<file path="src/rtl/l2tlb_ctx.sv">
// L2-side TLB translation array: fully-associative VPN->PPN entries tagged by a
// small SBPTR context table, with lookup, fill, checkpoint-create flush and L1 flush notify.
module l2tlb_ctx #(
  parameter int unsigned ENTRIES = 16,
  parameter int unsigned NUM_CTX = 4,
  parameter int unsigned SBPTR_W = 12,
  parameter int unsigned VPN_W   = 38,
  parameter int unsigned PPN_W   = 38
) (
  input  logic               clk,
  input  logic               reset,
  input  logic               lookup_valid,
  output logic               lookup_retry,
  input  logic [SBPTR_W-1:0] lookup_sbptr,
  input  logic [VPN_W-1:0]   lookup_vpn,
  output logic               resp_valid,
  input  logic               resp_retry,
  output logic               resp_hit,
  output logic [PPN_W-1:0]   resp_ppn,
  input  logic               fill_valid,
  output logic               fill_retry,
  input  logic [SBPTR_W-1:0] fill_sbptr,
  input  logic [VPN_W-1:0]   fill_vpn,
  input  logic [PPN_W-1:0]   fill_ppn,
  input  logic               create_valid,
  output logic               create_retry,
  input  logic [SBPTR_W-1:0] create_sbptr,
  output logic               inval_valid,
  input  logic               inval_retry,
  output logic [SBPTR_W-1:0] inval_sbptr
);

  localparam int unsigned EI_W = $clog2(ENTRIES);
  localparam int unsigned CI_W = $clog2(NUM_CTX);

  logic [ENTRIES-1:0] ent_valid;
  logic [CI_W-1:0]    ent_ctx [ENTRIES];
  logic [VPN_W-1:0]   ent_vpn [ENTRIES];
  logic [PPN_W-1:0]   ent_ppn [ENTRIES];
  logic [EI_W-1:0]    ent_rr;

  logic [NUM_CTX-1:0] ctx_valid;
  logic [SBPTR_W-1:0] ctx_sbptr [NUM_CTX];
  logic [CI_W-1:0]    ctx_rr;

  logic               lk_ctx_hit;
  logic [CI_W-1:0]    lk_ctx;
  logic               lk_hit;
  logic [PPN_W-1:0]   lk_ppn;

  logic [SBPTR_W-1:0] op_sbptr;
  logic               op_hit;
  logic [CI_W-1:0]    op_idx;
  logic               free_any;
  logic [CI_W-1:0]    free_idx;
  logic               alloc_evict;
  logic [CI_W-1:0]    slot;

  logic               notify_busy;
  logic               create_go;
  logic               fill_go;
  logic               lookup_go;
  logic               op_go;
  logic               clear_ctx;
  logic               ctx_alloc;
  logic [SBPTR_W-1:0] notify_sbptr;

  logic [ENTRIES-1:0] clear_mask;
  logic [ENTRIES-1:0] eff_valid;
  logic [ENTRIES-1:0] ent_valid_nxt;
  logic               ent_hit;
  logic [EI_W-1:0]    ent_hit_idx;
  logic               ent_free;
  logic [EI_W-1:0]    ent_free_idx;
  logic [EI_W-1:0]    wr_idx;
  logic               rr_inc;

  // Lookup path reads the current array state
  always_comb begin
    lk_ctx_hit = 1'b0;
    lk_ctx     = '0;
    lk_hit     = 1'b0;
    lk_ppn     = '0;
    for (int c = 0; c < NUM_CTX; c++) begin
      if (ctx_valid[c] && ctx_sbptr[c] == lookup_sbptr) begin
        lk_ctx_hit = 1'b1;
        lk_ctx     = CI_W'(c);
      end
    end
    for (int e = 0; e < ENTRIES; e++) begin
      if (lk_ctx_hit && ent_valid[e] && ent_ctx[e] == lk_ctx && ent_vpn[e] == lookup_vpn) begin
        lk_hit = 1'b1;
        lk_ppn = ent_ppn[e];
      end
    end
  end

  // Context resolution for the fill/create op; descending scan yields lowest free slot
  always_comb begin
    op_sbptr = create_valid ? create_sbptr : fill_sbptr;
    op_hit   = 1'b0;
    op_idx   = '0;
    free_any = 1'b0;
    free_idx = '0;
    for (int c = NUM_CTX - 1; c >= 0; c--) begin
      if (ctx_valid[c] && ctx_sbptr[c] == op_sbptr) begin
        op_hit = 1'b1;
        op_idx = CI_W'(c);
      end
      if (!ctx_valid[c]) begin
        free_any = 1'b1;
        free_idx = CI_W'(c);
      end
    end
    alloc_evict = !op_hit && !free_any;
    slot        = op_hit ? op_idx : (free_any ? free_idx : ctx_rr);
  end

  assign notify_busy  = inval_valid & inval_retry;
  assign create_retry = notify_busy;
  assign fill_retry   = create_valid | (notify_busy & alloc_evict);
  assign lookup_retry = (resp_valid & resp_retry) | create_valid | fill_valid;

  assign create_go = create_valid & ~create_retry;
  assign fill_go   = fill_valid & ~fill_retry;
  assign lookup_go = lookup_valid & ~lookup_retry;
  assign op_go     = create_go | fill_go;

  // A slot is flushed either by create of a present context or by eviction
  assign clear_ctx    = (create_go & op_hit) | (op_go & alloc_evict);
  assign ctx_alloc    = op_go & ~op_hit;
  assign notify_sbptr = op_hit ? create_sbptr : ctx_sbptr[ctx_rr];

  // Entry victim selection sees the array after any same-cycle flush
  always_comb begin
    clear_mask   = '0;
    ent_hit      = 1'b0;
    ent_hit_idx  = '0;
    ent_free     = 1'b0;
    ent_free_idx = '0;
    for (int e = 0; e < ENTRIES; e++) begin
      clear_mask[e] = clear_ctx && ent_valid[e] && ent_ctx[e] == slot;
    end
    eff_valid = ent_valid & ~clear_mask;
    for (int e = ENTRIES - 1; e >= 0; e--) begin
      if (eff_valid[e] && ent_ctx[e] == slot && ent_vpn[e] == fill_vpn) begin
        ent_hit     = 1'b1;
        ent_hit_idx = EI_W'(e);
      end
      if (!eff_valid[e]) begin
        ent_free     = 1'b1;
        ent_free_idx = EI_W'(e);
      end
    end
    wr_idx        = ent_hit ? ent_hit_idx : (ent_free ? ent_free_idx : ent_rr);
    rr_inc        = fill_go && !ent_hit && !ent_free;
    ent_valid_nxt = eff_valid;
    if (fill_go) begin
      ent_valid_nxt[wr_idx] = 1'b1;
    end
  end

  always_ff @(posedge clk or negedge reset) begin
    if (!reset) begin
      ent_valid   <= '0;
      ctx_valid   <= '0;
      ent_rr      <= '0;
      ctx_rr      <= '0;
      resp_valid  <= 1'b0;
      resp_hit    <= 1'b0;
      resp_ppn    <= '0;
      inval_valid <= 1'b0;
      inval_sbptr <= '0;
    end else begin
      ent_valid <= ent_valid_nxt;
      if (ctx_alloc) begin
        ctx_valid[slot] <= 1'b1;
      end
      if (ctx_alloc && alloc_evict) begin
        ctx_rr <= ctx_rr + 1'b1;
      end
      if (rr_inc) begin
        ent_rr <= ent_rr + 1'b1;
      end
      if (lookup_go) begin
        resp_valid <= 1'b1;
        resp_hit   <= lk_hit;
        resp_ppn   <= lk_ppn;
      end else if (!resp_retry) begin
        resp_valid <= 1'b0;
      end
      if (clear_ctx) begin
        inval_valid <= 1'b1;
        inval_sbptr <= notify_sbptr;
      end else if (!inval_retry) begin
        inval_valid <= 1'b0;
      end
    end
  end

  // Payload storage; qualified by the valid bits so it needs no reset
  always_ff @(posedge clk) begin
    if (fill_go) begin
      ent_ctx[wr_idx] <= slot;
      ent_vpn[wr_idx] <= fill_vpn;
      ent_ppn[wr_idx] <= fill_ppn;
    end
    if (ctx_alloc) begin
      ctx_sbptr[slot] <= op_sbptr;
    end
  end

endmodule

</file>
<file path="config.mk">
export PLATFORM = sky130hd
export DESIGN_NAME = l2tlb_ctx
export DESIGN_NICKNAME = d
export VERILOG_FILES = /design/src/rtl/l2tlb_ctx.sv
export SDC_FILE = /design/constraint.sdc
export NUM_CORES = 2
export LEC_CHECK = 0
export CORE_UTILIZATION = 45
export DETAILED_ROUTE_END_ITERATION = 8
export PLACE_DENSITY = 0.58
export SETUP_SLACK_MARGIN = 0.1
export SLEW_MARGIN = 5
export SYNTH_ARGS = -nofsm -noshare
export SYNTH_HDL_FRONTEND = slang
export SYNTH_SLANG_ARGS = --single-unit
</file>
<file path="constraint.sdc">
create_clock -name clk -period 10.8 [get_ports clk]
set_input_delay 2.16 -clock clk [delete_from_list [all_inputs] [get_ports clk]]
set_output_delay 2.16 -clock clk [all_outputs]
set_load 0.03 [all_outputs]
</file>
[After elaboration in Yosys (flattened, before gate mapping)]
Memories as Yosys holds them, arrays and structs flattened.
Cells that the tools add are included.
Operators by class
  add/subtract/negate cells: 2
  multipliers: 0
  divide/modulo/power cells: 0
  magnitude comparators: 4
  equality and inequality tests: 74
  shift operators: 0
  multiplexer cells: 138
  bitwise logic cells: 22
  reductions and logical operators: 130
Operators with widths (number)
  == test 38 bit: 32
  2-to-1 mux 38 bit: 16
  2-to-1 mux 4 bit: 34
  logical AND 1 bit: 126
  == test 12 bit: 8
  2-to-1 mux 1 bit: 71
  == test 2 bit: 32
  2-to-1 mux 12 bit: 2
  2-to-1 mux 2 bit: 12
  AND 16 bit: 1
  2-to-1 mux 16 bit: 1
  inverter 16 bit: 1
  OR 16 bit: 1
  AND 1 bit: 9
  < comparator 4 x 5 -> 1 bit (second input constant): 1
  OR 1 bit: 5
  adder 4 x 1 -> 4 bit (second input constant): 1
  demux 1 bit (select 4 bit): 1
  >= comparator 4 x 1 -> 1 bit (second input constant): 1
  zero test 1 bit: 4
  inequality test 2 x 1 -> 1 bit (second input constant): 2
  inverter 1 bit: 4
  OR 4 bit: 1
  < comparator 2 x 3 -> 1 bit (second input constant): 1
  3 further kinds: 3
Storage, ports and cells
  flip-flop bits (word level): 79
  latch bits: 0
  RAM bits: 1296
  bits in read-only memories: 0
  input port bits: 157
  output and inout bits: 56
  logic and storage cells: 383
  memories kept: 4
Memory list
  ent_ppn: words 16, width 38, read ports 16, clocked after memory_dff 0, write ports 1, line 39  | logic [PPN_W-1:0] ent_ppn [ENTRIES];
  ent_vpn: words 16, width 38, read ports 16, clocked after memory_dff 0, write ports 1, line 38  | logic [VPN_W-1:0] ent_vpn [ENTRIES];
  ctx_sbptr: words 4, width 12, read ports 5, clocked after memory_dff 0, write ports 1, line 43  | logic [SBPTR_W-1:0] ctx_sbptr [NUM_CTX];
  ent_ctx: words 16, width 2, read ports 16, clocked after memory_dff 0, write ports 1, line 37  | logic [CI_W-1:0] ent_ctx [ENTRIES];

[Logic depth before layout (Yosys ltp)]
  depth in word-level cells: 45
  gate-level depth with buffers: 21
  mapped depth without buffers: 13

[Worst setup path before layout]
Ideal clock, no wire load.
  path kind: input to register
  from: input port create_valid
  to: memory ent_ctx[0][0] (netlist bit) (enable)
  library setup time: 0.610 ns
  data arrival time: 11.302 ns
  data required time: 10.190 ns
  slack: -1.112 ns
  cell stages on the path: 19
  path buffers: 6
  cell sequence: buf_6 buf_8 mux2i_4 xor2_1 nand4_1 or4_4 a311oi_2 buf_6 buf_12 xor2_1 o41ai_1 o311ai_0 a31o_2 o211ai_1 a31oi_1 or2_1 buf_2 buf_4 nor3_1
Between the ends
  elaborated cells between the ends (all ways): 179
  classes of those cells: eq/ne (20); mux (78); bitwise (11); reduce/logical (70)
RTL lines
  start: declaration: line 25  | input logic create_valid,
  2-to-1 mux 12 bit *: line 100  | op_sbptr = create_valid ? create_sbptr : fill_sbptr;
  == test 12 bit: line 106  | if (ctx_valid[c] && ctx_sbptr[c] == op_sbptr) begin
  logical AND 1 bit: line 106
  2-to-1 mux 2 bit or 2-to-1 mux 1 bit (tied branches) (4 in series): line 106
  2-to-1 mux 2 bit *: line 116  | slot = op_hit ? op_idx : (free_any ? free_idx : ctx_rr);
  named net slot[1]: line 57  | logic [CI_W-1:0] slot;
  == test 2 bit: line 142, 146
  logical AND 1 bit: line 142  | clear_mask[e] = clear_ctx && ent_valid[e] && ent_ctx[e] == slot;
  inverter 16 bit: line 144  | eff_valid = ent_valid & ~clear_mask;
  AND 16 bit: line 144
  logical AND 1 bit (2 in series): line 146  | if (eff_valid[e] && ent_ctx[e] == slot && ent_vpn[e] == fill_vpn) begin
  2-to-1 mux 4 bit or 2-to-1 mux 1 bit (tied branches) (16 in series): line 146
  2-to-1 mux 4 bit *: line 155  | wr_idx = ent_hit ? ent_hit_idx : (ent_free ? ent_free_idx : ent_rr);
  end: declaration: line 37
The timed path passes the listed nets; every way through them passes the cells marked *.

[Worst setup path in the final report]
  from: input port create_valid
  to: memory ent_vpn[5][22] (enable)
Between the ends
  word-level cells in the longest chain between the ends: 39
  elaborated cells between the ends (all ways): 179
  classes of those cells: eq/ne (20); mux (78); bitwise (11); reduce/logical (70)
RTL lines
  2-to-1 mux 12 bit: line 100
  == test 12 bit: line 106
  logical AND 1 bit: line 106
  2-to-1 mux 1 bit (4 in series): line 106
  zero test 1 bit: line 115  | alloc_evict = !op_hit && !free_any;
  logical AND 1 bit: line 115
  AND 1 bit: line 121  | assign fill_retry = create_valid | (notify_busy & alloc_evict);
  OR 1 bit: line 121
  [3 not listed]
  AND 1 bit: line 130  | assign clear_ctx = (create_go & op_hit) | (op_go & alloc_evict);
  OR 1 bit: line 130
  logical AND 1 bit (2 in series): line 142
  inverter 16 bit: line 144
  AND 16 bit: line 144
  logical AND 1 bit (2 in series): line 146
  2-to-1 mux 4 bit or 2-to-1 mux 1 bit (tied branches) (16 in series): line 146
  2-to-1 mux 4 bit: line 155
  end: declaration: line 38
Parallel ways exist; a longest one is shown, timed or not.

==> flow_metrics.env <==
export IMPL_nNetsFinal=5826
export IMPL_fp_dieArea_sq_mm=0.153
export IMPL_rows=142
export IMPL_synth_cells=5460
export IMPL_fin_cells=7813
export IMPL_firstDrtPassIters=6
export IMPL_avgRoutedWirePerCell_um=31.9
export IMPL_arrival_ns=9.48
export IMPL_finish_instance_area_sq_mm=0.0779
export IMPL_initial_utilization_pct=45.4
export IMPL_layout_min_cycle_time_ns=9.03
export IMPL_antenna_found_initial=15
export IMPL_yosys_area_top_type="edfxtp_1"
export IMPL_p_seq_share_pct=46.3
export IMPL_grtUsageTotal_pct=32.4
export IMPL_ys_ff_latch=1375
export IMPL_cts_max_level=4
export IMPL_crit_type="primary input to flop"
export IMPL_grt_pass1_vias=46400
export IMPL_ys_async_sr_fraction_pct=5.75
export IMPL_dieWidth_um=391
export IMPL_ir_drop_mv=0.156
export IMPL_power_frac_clock_pct=39.9
export IMPL_synth_common_cells="1296 x edfxtp_1, 1161 x xnor2_1, 407 x nand4_1, 361 x nor2_1, 286 x clkbuf_1"
export IMPL_routabilityCongestion=0.970
export IMPL_drc_errors=0
export IMPL_synth_edf_count=1296
export IMPL_path_clk_slew_ns=0.06
export IMPL_drv_slew=0
export IMPL_drtIter0Drc=5591
export IMPL_dpl_cell_count=7531
export IMPL_synth_area_mux_share_pct=1.55
export IMPL_max_slew_margin_pct=18.1
export IMPL_die_h_um=391
export IMPL_fin_tns_setup_ns=0
export IMPL_dr_total_vias=48100
export IMPL_min_period_over_period_pct=83.6
export IMPL_cap_violations=0
export IMPL_cts_resized=0
export IMPL_cts_tree="built"
export IMPL_synth_fp_nets=5618
export IMPL_synth_area_sq_mm=0.0681
export IMPL_yosysMostFrequentCell="edfxtp_1"
export IMPL_p_leak_nw=24.2
export IMPL_post_route_cells_drive_above_1_share_pct=10.5
export IMPL_fmax_mhz=111
export IMPL_cts_setup_buffers=0
export IMPL_portBuffers=212
export IMPL_hp_class="flop to flop"
export IMPL_synth_top_area_share_pct=57.1
export IMPL_root_buffer="clkbuf_16"
export IMPL_synthTopCellsByArea="edfxtp_1 57%, xnor2_1 15%, nand4_1 3.7%, dfrtp_1 2.9%, xor2_1 2.2%"
export IMPL_ctsHoldBuffers=0
export IMPL_worst_pin_slew_ns=1.23
export IMPL_syn_area_per_cell_sq_um=12.5
export IMPL_synthFlopType="edfxtp_1"
export IMPL_synth_xor_area_share_pct=17.2
export IMPL_synth_compound_area_share_pct=6.49
export IMPL_synth_simple_gate_area_share_pct=12.3
export IMPL_final_setup_skew_ns=0.0421
export IMPL_cts_buffer_depth=3
export IMPL_end_kind="flop"
export IMPL_holdWs_ns=0.495
export IMPL_grt_max_degree=88
export IMPL_hpwl_um=164000
export IMPL_syn2layout_area_growth_pct=14.3
export IMPL_grt_ovfl_total=0
export IMPL_synthAdderAreaFrac_pct=0.0184
export IMPL_rsz0062_at_grt="false"
export IMPL_power_switching_mw=3.70
export IMPL_synth_distinct_cells=89
export IMPL_setup_viol=0
export IMPL_power_mw=13.5
export IMPL_outcome="finished clean"
export IMPL_fillers=12900
export IMPL_ios=213
export IMPL_antenna_left=0
export IMPL_synth_top_family_by_area="XOR/XNOR gates"
export IMPL_comb_power_share_pct=13.8
export IMPL_clock_sinks=1375
export IMPL_worstPathRequired_ns=11.25
export IMPL_wirelength_um=249000
export IMPL_p_int_mw=9.78
export IMPL_crit_path_start_kind="primary input"
export IMPL_core_area_sq_mm=0.150
export IMPL_ys_seq_area_share_pct=60.0
export IMPL_final_hold_viol_count=0
export IMPL_switching_share_pct=27.5
export IMPL_grt_pass1_wl_um=349000
export IMPL_insertion_delay_ns=0.82
export IMPL_critical_path_max_fanout=38
export IMPL_ys_warn_count=0
export IMPL_dpl_cell_area_sq_mm=0.0727
export IMPL_power_density_mw_per_mm2=173
export IMPL_routed_via_density=6.15
export IMPL_cts_buffers=151
[flip-flops by register name, summed over array words and instances, names as in the netlist]
register	flops
ent_vpn	608
ctx_rr	2
inval_valid	1
resp_hit	1
ent_ppn	608
ent_rr	4
resp_ppn	38
ent_ctx	32
resp_valid	1
inval_sbptr	12
ctx_valid	4
ctx_sbptr	48
ent_valid	16
[per-stage QoR]
stage	utilization, %	setup WS, ns
finish	51.9	1.77
floorplan	-	-1.11
CTS	51.9	1.86
detailed placement	48.4	1.05
global route	51.9	1.36
global placement	48.4	1.01
[power by group through the flow]
stage | clock [mW] | sequential [mW] | combinational, mW
2_1_floorplan | 0 | 6.38 | 1.01
3_3_place_gp | 0 | 6.35 | 1.82
3_5_place_dp | 0 | 6.36 | 1.82
4_1_cts | 5.44 | 6.25 | 1.83
5_1_grt | 5.63 | 6.26 | 1.95
6_report | 5.37 | 6.25 | 1.86
[critical path, cell delays in order]
cell	delay (ns)
buf_2	0.51
mux2i_2	0.58
xor2_1	0.22
nand4_1	0.14
or4_1	0.56
buf_4	0.25
and4_1	0.63
a21oi_2	0.92
o41ai_2	0.35
a2111oi_4	0.56
nand3b_1	0.15
a21oi_1	0.24
nor2_1	0.10
or3b_1	0.53
nor3_2	0.91
buf_4	0.60
[final timing paths]
kind                       slack (ns)             from        endpoint  cells past startpoint
max                              1.77     create_valid  ent_vpn[5][22]                     16
min                              0.50     resp_ppn[31]    resp_ppn[31]                      2
max reg2reg                      3.75  ctx_sbptr[1][6]  ent_vpn[5][22]                     14
min reg2reg                      0.50     resp_ppn[31]    resp_ppn[31]                      2
max in group asynchronous        8.06            reset    resp_ppn[35]                      2
min in group asynchronous        1.35            reset  inval_sbptr[3]                      1
[cell usage in the layout (no fill, tap or decap), types with 27 or more instances in the layout]
master           Yosys  routed
dfrtp_1             79      79
xor2_1             168     168
a211oi_1            36      36
o21ai_0            145     145
nand4_1            407     407
nand3_1            115     112
nor4_1             121     120
nor2_1             361     358
a21oi_1            212     212
clkinv_1             0      30
clkbuf_1           286      36
clkbuf_16            0     151
buf_4                6     168
xnor2_1           1161    1161
edfxtp_1          1296    1296
mux2i_1             50      50
inv_1               78      78
a31oi_1             41      41
a211o_1             30      30
buf_2               13      72
clkdlybuf4s50_1      0     139
and2_1              28      28
nor3_1             115      91
and3_1              32      32
o22ai_1             27      27
nand2_1            241     241
[per-layer routing]
| metal | track usage [%] | share of wire [%] | vias up |
|---|---|---|---|
| met4 | 15.1 | 5.2 | 18 |
| met2 | 48.9 | 44 | 2534 |
| met5 | 0 | 0.046 | - |
| met1 | 45.5 | 42 | 24300 |
| met3 | 5.55 | 8.8 | 586 |
| li1 | - | - | 20600 |
[cells by family after synthesis]
kind of cell	after synthesis
AOI/OAI and AO/OA	673
DFF	1375
xor gates and xnor gates	1332
buffers and inverters	413
and+or+nand+nor	1587
adders and majority gates	1
muxes	79
[cell type report]
class,instances,area [sq um],area share (%)
Inverter,78,293,0.376
Multi-Input combinational cell,3672,25800,33.1
Clock buffer,192,3980,5.11
Antenna cell,4,10.0,0.0128
Clock inverter,86,1170,1.50
Sequential cell,1375,40900,52.5
Tap cell,2016,2520,3.24
Timing Repair Buffer,390,3230,4.15
Power figures use the tool's default switching activity.
